File: src/rtl/aes_pkg.sv
// Shared AES definitions: round-count constants, FSM encoding, GF(2^8) xtime
// and byte/column position helpers for the column-major 128-bit state layout.
package aes_pkg;

  localparam int NR_128 = 10;
  localparam int NR_192 = 12;
  localparam int NR_256 = 14;

  typedef enum logic [1:0] {
    IDLE = 2'd0,
    RUN  = 2'd1,
    DONE = 2'd2
  } state_t;

  function automatic logic [7:0] xtime(input logic [7:0] b);
    return {b[6:0], 1'b0} ^ (b[7] ? 8'h1b : 8'h00);
  endfunction

  // LSB position of byte s(r,c); s(0,0) occupies bits [127:120].
  function automatic int byte_lsb(input int r, input int c);
    return 120 - 8 * (4 * c + r);
  endfunction

  // LSB position of column c; column 0 occupies bits [127:96].
  function automatic int col_lsb(input int c);
    return 96 - 32 * c;
  endfunction

endpackage

File: src/rtl/aes_mixcolumn.sv
// Combinational MixColumns on one 32-bit column; bits [31:24] hold row 0.
module aes_mixcolumn
  import aes_pkg::*;
(
  input  logic [31:0] col_in,
  output logic [31:0] col_out
);

  logic [7:0] b0, b1, b2, b3;
  logic [7:0] x0, x1, x2, x3;

  assign b0 = col_in[31:24];
  assign b1 = col_in[23:16];
  assign b2 = col_in[15:8];
  assign b3 = col_in[7:0];

  assign x0 = xtime(b0);
  assign x1 = xtime(b1);
  assign x2 = xtime(b2);
  assign x3 = xtime(b3);

  // 3*b is written as xtime(b) ^ b.
  assign col_out[31:24] = x0 ^ (x1 ^ b1) ^ b2 ^ b3;
  assign col_out[23:16] = b0 ^ x1 ^ (x2 ^ b2) ^ b3;
  assign col_out[15:8]  = b0 ^ b1 ^ x2 ^ (x3 ^ b3);
  assign col_out[7:0]   = (x0 ^ b0) ^ b1 ^ b2 ^ x3;

endmodule

File: src/rtl/aes_round_iter.sv
// Iterative AES encryption engine: one round per clock, SubBytes external via
// sb_in/sb, round keys fetched from an external store addressed by rk_idx.
module aes_round_iter
  import aes_pkg::*;
#(
  parameter int NR = NR_128
) (
  input  logic         clk,
  input  logic         rst,
  input  logic         in_valid,
  output logic         in_ready,
  input  logic [127:0] data_in,
  output logic [3:0]   rk_idx,
  input  logic [127:0] rk,
  output logic [127:0] sb_in,
  input  logic [127:0] sb,
  output logic         out_valid,
  input  logic         out_ready,
  output logic [127:0] data_out,
  output logic [1:0]   dbg_state
);

  localparam logic [3:0] NR_L = 4'(NR);

  state_t       fsm_q, fsm_d;
  logic [127:0] state_q;
  logic [3:0]   round_q;
  logic [127:0] sr, mc, round_out;
  logic         last_round;

  // ShiftRows: out (r,c) takes in (r,(c+r) mod 4).
  for (genvar r = 0; r < 4; r++) begin : g_row
    for (genvar c = 0; c < 4; c++) begin : g_col
      assign sr[byte_lsb(r, c) +: 8] = sb[byte_lsb(r, (c + r) % 4) +: 8];
    end
  end

  for (genvar c = 0; c < 4; c++) begin : g_mix
    aes_mixcolumn u_mix (
      .col_in (sr[col_lsb(c) +: 32]),
      .col_out(mc[col_lsb(c) +: 32])
    );
  end

  assign last_round = (round_q == NR_L);
  assign round_out  = (last_round ? sr : mc) ^ rk;

  // Handshakes: a transfer happens on a rising edge where valid and ready are
  // both high. in_ready is high only in IDLE, out_valid only in DONE, and
  // data_out is held stable until out_ready is seen.
  always_comb begin
    fsm_d     = fsm_q;
    in_ready  = 1'b0;
    out_valid = 1'b0;
    rk_idx    = 4'd0;
    case (fsm_q)
      IDLE: begin
        in_ready = 1'b1;
        if (in_valid) fsm_d = RUN;
      end
      RUN: begin
        rk_idx = round_q;
        if (last_round) fsm_d = DONE;
      end
      DONE: begin
        out_valid = 1'b1;
        if (out_ready) fsm_d = IDLE;
      end
      default: fsm_d = IDLE;
    endcase
  end

  always_ff @(posedge clk) begin
    if (rst) begin
      fsm_q   <= IDLE;
      state_q <= '0;
      round_q <= '0;
    end else begin
      fsm_q <= fsm_d;
      case (fsm_q)
        IDLE: begin
          // rk is only consumed on accept, so an undriven key store is harmless.
          if (in_valid) begin
            state_q <= data_in ^ rk;
            round_q <= 4'd1;
          end
        end
        RUN: begin
          state_q <= round_out;
          round_q <= round_q + 4'd1;
        end
        DONE: begin
          if (out_ready) round_q <= 4'd0;
        end
        default: round_q <= 4'd0;
      endcase
    end
  end

  assign sb_in     = state_q;
  assign data_out  = state_q;
  assign dbg_state = fsm_q;

endmodule
File: config.mk
export PLATFORM = sky130hd
export DESIGN_NAME = aes_round_iter
export DESIGN_NICKNAME = d
export VERILOG_FILES = /design/src/rtl/aes_pkg.sv /design/src/rtl/aes_mixcolumn.sv /design/src/rtl/aes_round_iter.sv
export SDC_FILE = /design/constraint.sdc
export NUM_CORES = 1
export LEC_CHECK = 0
export BUFFER_PORTS_ARGS = -buffer_cell sky130_fd_sc_hd__buf_4
export CAP_MARGIN = 20
export CORE_AREA = 2 2 254 256
export CTS_CLUSTER_SIZE = 10
export DETAILED_ROUTE_END_ITERATION = 8
export DIE_AREA = 0 0 256 258
export PLACE_DENSITY = 0.54
export SETUP_SLACK_MARGIN = 0.15
export SLEW_MARGIN = 20
export SYNTH_ARGS = -nofsm -noshare
export SYNTH_HDL_FRONTEND = slang
export SYNTH_SLANG_ARGS = --single-unit
export TNS_END_PERCENT = 100
File: constraint.sdc
create_clock -name clk -period 2.4 [get_ports clk]
set_input_delay 0.12 -clock clk [delete_from_list [all_inputs] [get_ports clk]]
set_output_delay 0.12 -clock clk [all_outputs]
set_load 0.005 [all_outputs]
# [Word-level counts from Yosys, hierarchy flattened]
# Index checks and enable logic that the tools add are counted.
[op_classes] add_sub_neg=1 eq_ne=6 mux=29 bitwise_logic=82 n_reduce_logical=5
[op_table] op="8-bit bitwise XOR" n=80
[op_table] op="128-bit two-way mux" n=2
[op_table] op="128-bit one-hot mux with 2 select lines" n=1
[op_table] op="128-bit bitwise XOR" n=2
[op_table] op="5-bit two-way mux" n=16
[op_table] op="4-bit two-way mux" n=3
[op_table] op="4-bit one-hot mux with 3 select lines" n=1
[op_table] op="2-bit two-way mux" n=3
[op_table] op="2-bit != test, second input constant" n=3
[op_table] op="2-bit one-hot mux with 3 select lines" n=1
[op_table] op="4-bit by 1-bit adder with 4-bit output, second input constant" n=1
[op_table] op="4-bit == test, second input constant" n=1
[op_table] op="2-bit AND reduction" n=2
[op_table] op="3-bit AND reduction" n=1
[op_table] op="2-bit by 1-bit == test with 1-bit output, second input constant" n=1
[op_table] op="2-bit == test, second input constant" n=1
[op_table] op="2-bit logical NOT" n=1
[op_table] op="1-bit two-way mux" n=2
[op_table] op="2-bit nonzero test" n=1
[totals] regBits=134 in_bits=388 wordCells=126

# [Longest topological paths before layout]
# Gate-level depths: netlist (run 1).
[logic_depth] depth_word=9 depth_mapped=11

# [By module]
# Synthesis (run 1) repeated with hierarchy kept, for this count alone.
[unflattened] hier_cells=1643 area_unflattened_um2=15682.5
[by_module_without_submodules] module="aes_round_iter" n_inst=1 cells_each=1327 area_per_inst_um2=10452.5
[by_module_without_submodules] module="aes_mixcolumn" n_inst=4 cells_each=79 area_per_inst_um2=1307.5

# [Worst setup path before layout (run 1)]
# Ideal clock, no wire load.
[synth_path] path_kind="register to register" from="register round_q[0]" to="register state_q[98], in the netlist data_out[98]" setup_ps=91 t_arrival_ps=2013 t_required_ps=2309 setup_slack_ps=296 stages_incl_launch_ff=10 path_cell_list="dfxtp_1 inv_1 ha_1 and3b_1 buf_2 buf_2 clkbuf_1 o21a_1 or3_1 a311oi_1"
[synth_between] elab_chain_cells=4
[synth_lines] element="start: declaration" line_no="aes_round_iter.sv:27" source="logic [3:0] round_q;"
[synth_lines] element="start signal: assignment" line_no="aes_round_iter.sv:90" source="round_q <= round_q + 4'd1;"
[synth_lines] element="4-bit == test" line_no="aes_round_iter.sv:45" source="assign last_round = (round_q == NR_L);"
[synth_lines] element="128-bit two-way mux" line_no="aes_round_iter.sv:46" source="assign round_out = (last_round ? sr : mc) ^ rk;"
[synth_lines] element="128-bit bitwise XOR" line_no="aes_round_iter.sv:46"
[synth_lines] element="128-bit one-hot mux with 2 select lines" line_no="aes_round_iter.sv:80" source="case (fsm_q)"
[synth_lines] element="end signal: assignment" line_no="aes_round_iter.sv:84" source="state_q <= data_in ^ rk;"
[synth_lines] element="end signal: assignment" line_no="aes_round_iter.sv:89" source="state_q <= round_out;"
[synth_lines] element="end: declaration" line_no="aes_round_iter.sv:26" source="logic [127:0] state_q;"
# Every way passes these cells.
# A chain may end at the register's enable or synchronous reset.

# [Worst setup path after layout (run 1)]
[layout_path] from="register round_q[1]" to="register state_q[94], in the netlist data_out[94]"
# Same word-level chain as after synthesis.

==> impl_metrics.yaml, run 1 <==
pwr:
  lkg_pwr_nw: 10.7
  p_total_mw: 10.7
  worst_ir_drop_vdd_mv: 0.546
  power-per-cell-area_mw_per_mm2: 488
sta:
  maxSlewViolCount: 0
  min_period_over_period_pct: 89.7
  slew_headroom_pct: 61.9
  max_freq_mhz: 465
  post-route-min-period_ns: 2.15
  grt_setup_unrepaired: "no"
  worst_slew_pin_slew_ns: 0.572
  clock-skew-final_ns: 0.0120
  finalSetupViolCount: 0
  final_hold_viol_count: 0
  total_negative_setup_slacks_ns: 0
logic_synthesis:
  synth.lib_cells_used.distinct: 40
  postSynthNetCount: 2038
  synth_enable_flop_cells: 0
  seq_area_frac_synth_pct: 18.3
  post_synthesis_instance_total: 1648
  ys_dominant_reg_cell: "dfxtp_1"
  postSynthRegisterBits: 134
  netlist_area_sq_mm: 0.0147
  synthArstFlopShare_pct: 0
  yosysWarningCount: 0
  syn_area_per_cell_sq_um: 8.92
routing:
  avgRoutedWirePerCell_um: 20.9
  total_drc_errors_in_the_routed_layout: 0
  final_antenna_net_count: 0
  num_vias: 14600
  drt_first_iter_violations: 979
  finalWirelength_mm: 65.5
  detail_route.vias_per_cell: 4.67
  detail_route.first_pass.iterations: 5
status:
  status: "completed"
floorplan:
  ios: 652
  die_h_um: 258
  placement_rows: 93
  chipWidth_um: 256
  core_area_sq_mm: 0.0636
  floorplan.die_area_sq_mm: 0.0660
  floorplan.initialDensity_pct: 23.1
grt:
  initial_antenna_violation_count: 5
  grt_pass1_vias: 14800
  globalRouteTotalUtil_pct: 19.1
  gr-total-overflow: 0
  grt_first_pass_wirelength_mm: 94.9
  pin_count_of_the_biggest_net_entering_global_routing: 89
final_layout:
  fill_cells: 6515
  post_layout_nonfiller_instances: 3133
  area_growth_pct: 49.6
  final_nets: 2652
  drive_above_1_share_pct: 33.5
clock_tree:
  clock_sinks: 134
  tritoncts: "built"
  clock_tree.root_cell: "clkbuf_16"
  worstSkewPairLatency_ns: 0.48
  cts-buffers-inserted: 17
  clockBufferDepth: 2
  cts_htree_levels: 4
  clkSlewWorstSetupHoldPaths_ns: 0.07
placed_design:
  dp.final_hpwl_mm: 50.8
  port_buffers: 651
  routabilityCongestion: 0.912
  post-place-cells: 2937
setup_path:
  path_cells: "ha_4, and3b_4, buf_12, buf_16, a21oi_1, o21a_1, or3_1, a311oi_1"
  critical_path_required_ns: 2.78
  cp_slowest_stage_delay_ns: 0.45
  cp-start-kind: "flip-flop"
  critical_path_class: "reg -> reg"
  end_kind: "flip-flop"
  master_of_the_slowest_instance_on_the_critical_path: "dfxtp_1"
  timing.critical_path.max_delay_family: "simple AND/OR/NAND/NOR gates"
  largest_fanout_of_any_net_on_the_critical_path: 20
  cp.arrival_ns: 2.53
  worst-path-buf-inv: 2
job:
  cap_viol_max_count: 0
min_path:
  worst_hold_path_type: "in -> reg"
## sequential cells by signal (all words and copies together), names as in the netlist
signal and count:
data_out 128, round_q 4, dbg_state 2
## worst paths after layout
| path | from | endpoint | slack [ns] | cells after the start |
|---|---|---|---|---|
| max reg2reg | round_q[1] | data_out[94] | 0.25 | 8 |
| min | rk[73] | data_out[73] | 0.04 | 3 |
| max | round_q[1] | data_out[94] | 0.25 | 8 |
| min reg2reg | round_q[0] | round_q[0] | 0.50 | 2 |
## power by group
group	internal, mW	total, mW	switching [mW]	leakage (nW)
Clock	1.74	3.02	1.27	0.304
Combinational	2.87	4.97	2.10	9.28
Sequential	2.47	2.74	0.263	1.12
## layer usage
| metal | routed length (um) | vias up | track usage, % |
|---|---|---|---|
| met1 | 26400 | 7011 | 22.4 |
| met4 | 1720 | 6 | 6.69 |
| met2 | 33400 | 608 | 34.2 |
| met3 | 3980 | 83 | 4.52 |
| li1 | - | 6937 | - |
| met5 | 38 | - | 0 |
## Yosys cell counts, drive strengths merged, types with 4 or more instances
library cell,count,share of area [%]
a211oi,50,2.6
a21o,59,3.0
a21oi,82,2.8
a22oi,7,0.36
a311oi,80,4.8
and3b,8,0.48
buf,175,8.1
clkbuf,96,2.5
dfxtp,134,18
inv,46,1.2
nand2,47,1.2
nand2b,45,1.9
nand3,90,3.1
nand3b,4,0.20
nand4,6,0.26
nor2,172,4.4
o211ai,41,2.1
o21a,18,0.92
o21ai,82,2.8
or3,33,1.4
xnor2,119,7.2
xnor3,128,20
xor2,70,4.6
xor3,31,5.0
## stage by stage
stage	worst slack (ns)	util, %	area [sq um]	hold WS [ns]
2_1_floorplan	0.296	-	14700	0.296
3_3_place_gp	0.0951	30.9	19700	0.413
3_5_place_dp	0.0262	30.9	19700	0.421
4_1_cts	0.155	34.4	21900	0.00175
5_1_grt	0.166	34.5	22000	0.0261
6_report	0.248	34.5	22000	0.0370
## area by class of cell
type                       count  area, sq um  share of cell area, %
multi-input combinational   1198        10300                   47.1
antenna                        3         7.51                 0.0341
clock inverter                15          203                  0.922
sequential                   134         2680                   12.2
timing repair buffer         865         7080                   32.2
inverter                      46          173                  0.785
tap                          855         1070                   4.87
clock buffer                  17          425                   1.93
## tightest hold or removal path, delay by kind of cell
| family | cells | cell delay (ns) |
|---|---|---|
| buf+inv | 1 | 0.08 |
| xor+xnor | 1 | 0.18 |
| compound gates | 1 | 0.09 |
## placed cells by master (no fill, tap or decap), drive strengths merged, types with 4 or more instances in the layout
master         n
a211oi        50
or3           33
a22oi          7
a311oi        80
o211ai        41
nand3         90
a21o          59
o21a          18
dlygate4sd3  157
clkbuf        18
bufinv         4
clkinv         6
o21ai         82
a21oi         82
xnor3        128
nor2         172
nand3b         4
inv           49
xor3          31
nand2b        45
dfxtp        134
buf          707
nand4          6
nand2         47
and3b          9
xnor2        119
xor2          70
## kinds of logic after synthesis
| group | share of synthesized area [%] |
|---|---|
| XOR/XNOR | 36.5 |
| adder cells (fa/ha/maj) | 0.170 |
| multiplexers | 0.204 |
| flip-flops | 18.3 |
| AND/OR/NAND/NOR | 13.5 |
| buffers and inverters | 11.8 |
| AO/OA/AOI/OAI | 19.6 |
## repair_timing
action	CTS	global route
setup endpoints to repair	41	52
buffers inserted	2	0
hold endpoints to repair	127	0
gates resized for setup	4	7
hold buffers	157	0
cloned	1	1
(Power assumes the default switching activity.)
==> run 2: changes to the inputs <==
BUFFER_PORTS_ARGS = default   (was -buffer_cell sky130_fd_sc_hd__buf_4)
DONT_BUFFER_PORTS = 1   (was default)
PLACE_DENSITY = 0.47   (was 0.54)
clock period = 1.8 ns   (was 2.4 ns; I/O delays follow)
==> run 2 against run 1 <==
The run now ends with negative hold slack, negative setup slack left. Cell area is 20% lower. Combinational power is 4% lower. Total power is 13% higher. Critical path type unchanged. Largest cell class unchanged.
==> impl_metrics.yaml, run 2 (synthesis results as in run 1) <==
sta:
  min_period_over_period_pct: 113
  slew_headroom_pct: 61.2
  finalHoldWorstSlack_ns: -0.339
  grt_setup_unrepaired: "yes"
  post-route-min-period_ns: 2.04
  maxSlewViolCount: 0
  finalSetupViolCount: 114
  worst_slew_pin_slew_ns: 0.578
  clock-skew-final_ns: 0.0204
  max_freq_mhz: 490
  final_hold_viol_count: 134
  total_negative_setup_slacks_ns: -12.64
  fin_ws_ns: -0.242
final_layout:
  largest_register_ff_count: 128
  final_nets: 1951
  area_growth_pct: 19.2
  mostFrequentLayoutCells: "nor2_1, dfxtp_1, xnor3_1"
  finish.utilization_pct: 27.5
  layout.cells.most_common: "nor2_1"
  drive_above_1_share_pct: 22.6
  n_antenna_cell: 0
grt:
  initial_antenna_violation_count: 0
  globalRouteTotalUtil_pct: 17.2
  grt_pass1_vias: 12100
  pin_count_of_the_biggest_net_entering_global_routing: 135
  gr-total-overflow: 0
  grt_first_pass_wirelength_mm: 84.2
setup_path:
  end_kind: "flip-flop"
  rr_startpoint: "round_q[0]"
  largest_fanout_of_any_net_on_the_critical_path: 15
  critical_path_class: "reg -> reg"
  critical_path_required_ns: 2.19
  cp-start-kind: "flip-flop"
  rr_worst_depth: 9
  cp.arrival_ns: 2.43
  worst_reg2reg_setup_slack_ns: -0.24
  critical_path.reg2reg.endpoint: "data_out[22]"
routing:
  final_antenna_net_count: 0
  avgRoutedWirePerCell_um: 24.4
  total_drc_errors_in_the_routed_layout: 0
  detail_route.vias_per_cell: 4.95
  drt_first_iter_violations: 763
  finalWirelength_mm: 59.3
  wire_length_on_met3_mm: 4.09
  num_vias: 12000
  detail_route.wirelength.met1_mm: 25.1
  maxUsedRoutingLayer: "met4"
  detail_route.first_pass.iterations: 5
  routed_length_on_met2_mm: 29.1
placed_design:
  dp.final_hpwl_mm: 46.1
  port_buffers: 0
  routabilityCongestion: 0.894
floorplan:
  core_area_sq_mm: 0.0636
  placement_rows: 93
  die_h_um: 258
  floorplan.die_area_sq_mm: 0.0660
  floorplan.initialDensity_pct: 23.1
  chipWidth_um: 256
  ios: 652
clock_tree:
  clock_tree.root_cell: "clkbuf_16"
  worstSkewPairLatency_ns: 0.50
  tritoncts: "built"
  clockBufferDepth: 2
  clkSlewWorstSetupHoldPaths_ns: 0.07
  clock_sinks: 134
  cts-buffers-inserted: 17
  cts_htree_levels: 4
status:
  failed_checks: "negative hold slack, negative setup slack"
  status: "finished with violations"
min_path:
  min-delay-start: "rst"
  worst_hold_path_type: "in -> reg"
  hold_path_end: "data_out[70]"
  worstHoldPathCells: 1
pwr:
  p_total_mw: 12.1
  lkg_pwr_nw: 7.58
  worst_ir_drop_vdd_mv: 0.634
  power-per-cell-area_mw_per_mm2: 689
job:
  cap_viol_max_count: 0
## run 2: worst max-delay path: stages (launching register included)
cell and delay (ns):
dfxtp_2 0.32, inv_2 0.07, ha_4 0.13, and3b_4 0.25
buf_12 0.18, buf_16 0.17, a21oi_1 0.07, o21a_1 0.12
or3_4 0.36, a311oi_2 0.24
## run 2: power breakdown
| group | switching [mW] | internal [mW] |
|---|---|---|
| clock network | 1.66 | 1.88 |
| registers | 0.467 | 3.30 |
| logic | 2.05 | 2.72 |
| total | 4.17 | 7.91 |
## run 2: worst max path at each step
stage	start	end	slack, ns	cells past startpoint
floorplan	round_q[0]	data_out[106]	-0.10	9
global placement	round_q[0]	data_out[58]	-0.22	9
detailed placement	round_q[0]	data_out[58]	-0.24	9
CTS	round_q[0]	data_out[22]	-0.23	9
global route	round_q[0]	data_out[48]	-0.33	9
finish	round_q[0]	data_out[22]	-0.24	9
## run 2: repair_timing
item | in CTS | in global routing
setup endpoints to repair | 132 | 137
pin swaps | 89 | 64
gates resized for setup | 103 | 109
gates cloned | 3 | 5
buffers inserted | 15 | 14
endpoints found under the hold margin | 134 | 134
## run 2: layout make-up
cell class                 count  area, sq um
inverter                      46          173
sequential                   134         2690
multi-input combinational   1197        11100
fill                        6749        46100
tap                          855         1070
clock buffer                  23          488
clock inverter                 8         50.0
timing repair buffer         165         1940
## run 2: per-stage QoR
stage                     area [sq um]  cells  setup slack, ns
after floorplan                  14900   1648           -0.103
after global placement           15600   2360           -0.224
after detailed placement         15600   2360           -0.245
after CTS                        16800   2409           -0.233
after global routing             17500   2428           -0.328
final                            17500   2428           -0.242
## run 2: metal layers
| metal | track usage (%) | up-vias |
|---|---|---|
| li1 | - | 5536 |
| met1 | 21.1 | 5962 |
| met2 | 29.5 | 462 |
| met3 | 4.95 | 61 |
| met4 | 4.74 | 0 |
| met5 | 0 | - |
==> run 3: changes to the inputs <==
CORE_AREA = 2 2 255 257   (was 2 2 254 256)
CTS_CLUSTER_SIZE = 14   (was 10)
DIE_AREA = 0 0 257 259   (was 0 0 256 258)
PLACE_DENSITY = 0.45   (was 0.47)
clock period = 2.5 ns   (was 1.8 ns; I/O delays follow)
==> run 3 against run 2 <==
The flow finishes with violations (negative hold slack). Non-clock buffer count down 108. Combinational power down 37%. Clock-buffer cell count down 6. Register-to-register slack better by 0.50 ns. Cell area down 12%. Highest routed layer is now met5.
==> impl_metrics.yaml, run 3 (synthesis results as in run 1) <==
sta:
  clock-skew-final_ns: 0.00883
  total_negative_setup_slacks_ns: 0
  min_period_over_period_pct: 89.8
  max_freq_mhz: 445
  finalHoldWorstSlack_ns: -0.271
  grt_setup_unrepaired: "yes"
  maxSlewViolCount: 0
  worst_slew_pin_slew_ns: 0.622
  finalSetupViolCount: 0
  slew_headroom_pct: 58.2
  post-route-min-period_ns: 2.24
  final_hold_viol_count: 129
final_layout:
  multiInputGateArea_sq_mm: 0.0103
  largest_register_ff_count: 128
  layout.cells.most_common: "nor2_1"
  post_layout_nonfiller_instances: 2325
  fill_cells: 6874
  final_nets: 1843
  mostFrequentLayoutCells: "nor2_1, dfxtp_1, xnor3_1"
  finish.instance_area_sq_mm: 0.0155
  drive_above_1_share_pct: 6.89
  layout.area.seq_sq_mm: 0.00268
  area_growth_pct: 5.42
status:
  status: "finished with violations"
  failed_checks: "negative hold slack"
clock_tree:
  worstSkewPairLatency_ns: 0.48
  tritoncts: "built"
  clock_sinks: 134
  clockBufferDepth: 2
  clkSlewWorstSetupHoldPaths_ns: 0.07
  cts_htree_levels: 4
  clock_tree.root_cell: "clkbuf_16"
  cts-buffers-inserted: 17
pwr:
  p_total_mw: 8.80
  p_comb_share_pct: 34.2
  power-per-cell-area_mw_per_mm2: 568
  intPower_mw: 5.86
  seq_power_share_pct: 31.1
  clock_power_share_pct: 34.8
  switchingPower_mw: 2.93
  sw_frac_of_total_pct: 33.3
  lkg_pwr_nw: 6.83
  worst_ir_drop_vdd_mv: 0.494
setup_path:
  cp_slowest_stage_delay_ns: 0.37
  worst-path-buf-inv: 3
  critPathMostFrequentCell: "buf_4"
  largest_fanout_of_any_net_on_the_critical_path: 7
  end_kind: "flip-flop"
  cp-start-kind: "flip-flop"
  critical_path_required_ns: 2.86
  critical_path_class: "reg -> reg"
  cp.arrival_ns: 2.61
  master_of_the_slowest_instance_on_the_critical_path: "dfxtp_2"
  timing.critical_path.max_delay_family: "compound AO/OA/AOI/OAI gates"
  path_cells: "inv_1, ha_1, and3b_4, buf_4, buf_4, a21o_1, a21oi_1, o21ai_0, a311oi_1"
grt:
  globalRouteTotalUtil_pct: 17.1
  initial_antenna_violation_count: 5
  gr-total-overflow: 0
  pin_count_of_the_biggest_net_entering_global_routing: 135
  grt_pass1_vias: 11500
  grt_first_pass_wirelength_mm: 82.8
routing:
  drt_first_iter_violations: 666
  avgRoutedWirePerCell_um: 25.1
  final_antenna_net_count: 0
  total_drc_errors_in_the_routed_layout: 0
  detail_route.vias_per_cell: 4.94
  finalWirelength_mm: 58.3
  num_vias: 11500
  detail_route.first_pass.iterations: 5
floorplan:
  die_h_um: 259
  placement_rows: 93
  chipWidth_um: 257
  ios: 652
  floorplan.die_area_sq_mm: 0.0666
  core_area_sq_mm: 0.0639
  floorplan.initialDensity_pct: 23.0
placed_design:
  dp.final_hpwl_mm: 45.9
  post-place-cells: 2280
  routabilityCongestion: 0.855
  post_place_instance_area_sq_mm: 0.0147
  port_buffers: 0
min_path:
  worst_hold_path_type: "in -> reg"
job:
  cap_viol_max_count: 0
run 3: changes by cell type in the layout (fill, tap and decap cells not counted), moves of 23 or more:
cell / change
o21ai_2: -24
a21oi_1: +43
a21oi_2: -29
buf_4: -61
nand3_1: +23
run 3: final timing paths:
check / to / depth (start not counted) / start / slack (ns)
worst max-delay path: data_out[122] / 9 / round_q[0] / 0.26
worst min-delay path: data_out[69] / 1 / rst / -0.27
worst max register to register: data_out[122] / 9 / round_q[0] / 0.26
worst min register to register: data_out[82] / 2 / data_out[82] / 0.54
run 3: repair_timing:
action | in CTS | in global routing
endpoints found under the hold margin | 134 | 129
resized for setup | 1 | 4
hold buffers | 5 | 1
buffers inserted | 3 | 0
endpoints found under the setup margin | 2 | 25
gates cloned | 0 | 0
run 3: worst reg2reg max path, delay by kind of cell, from the launching register on:
| family | cells | cell delay (ns) |
|---|---|---|
| buffers and inverters | 3 | 0.40 |
| AOI/OAI and AO/OA | 4 | 0.92 |
| adders and majority gates | 1 | 0.21 |
| and+or+nand+nor | 1 | 0.24 |
| DFF | 1 | 0.37 |
run 3: area by class of cell:
type	count	share of cell area (%)
Tap cell	855	6.91
Clock buffer	17	2.75
Antenna cell	4	0.0646
Inverter	46	1.11
Sequential cell	134	17.3
Timing Repair Buffer	57	3.69
Clock inverter	15	1.56
Multi-Input combinational cell	1197	66.6
run 3: stage by stage:
stage               utilization [%]  worst slack (ns)
global route                   24.2             0.149
global placement               23.0             0.179
floorplan                         -             0.396
CTS                            24.2             0.186
detailed placement             23.0            0.0573
finish                         24.2             0.255
run 3: layer usage:
layer | vias up | GRT usage (%) | wire (um)
met2 | 521 | 29.5 | 29100
met3 | 59 | 5.97 | 4780
met1 | 5589 | 19.7 | 23100
met4 | 4 | 5.59 | 1350
met5 | - | 0 | 29
li1 | 5309 | - | -
run 3: power groups by stage:
stage,sequential (mW),combinational (mW),clock (mW)
5_1_grt,2.77,3.27,3.27
2_1_floorplan,2.60,2.83,0
3_3_place_gp,2.79,2.98,0
3_5_place_dp,2.79,3.01,0
4_1_cts,2.74,3.04,3.22
6_report,2.73,3.01,3.06
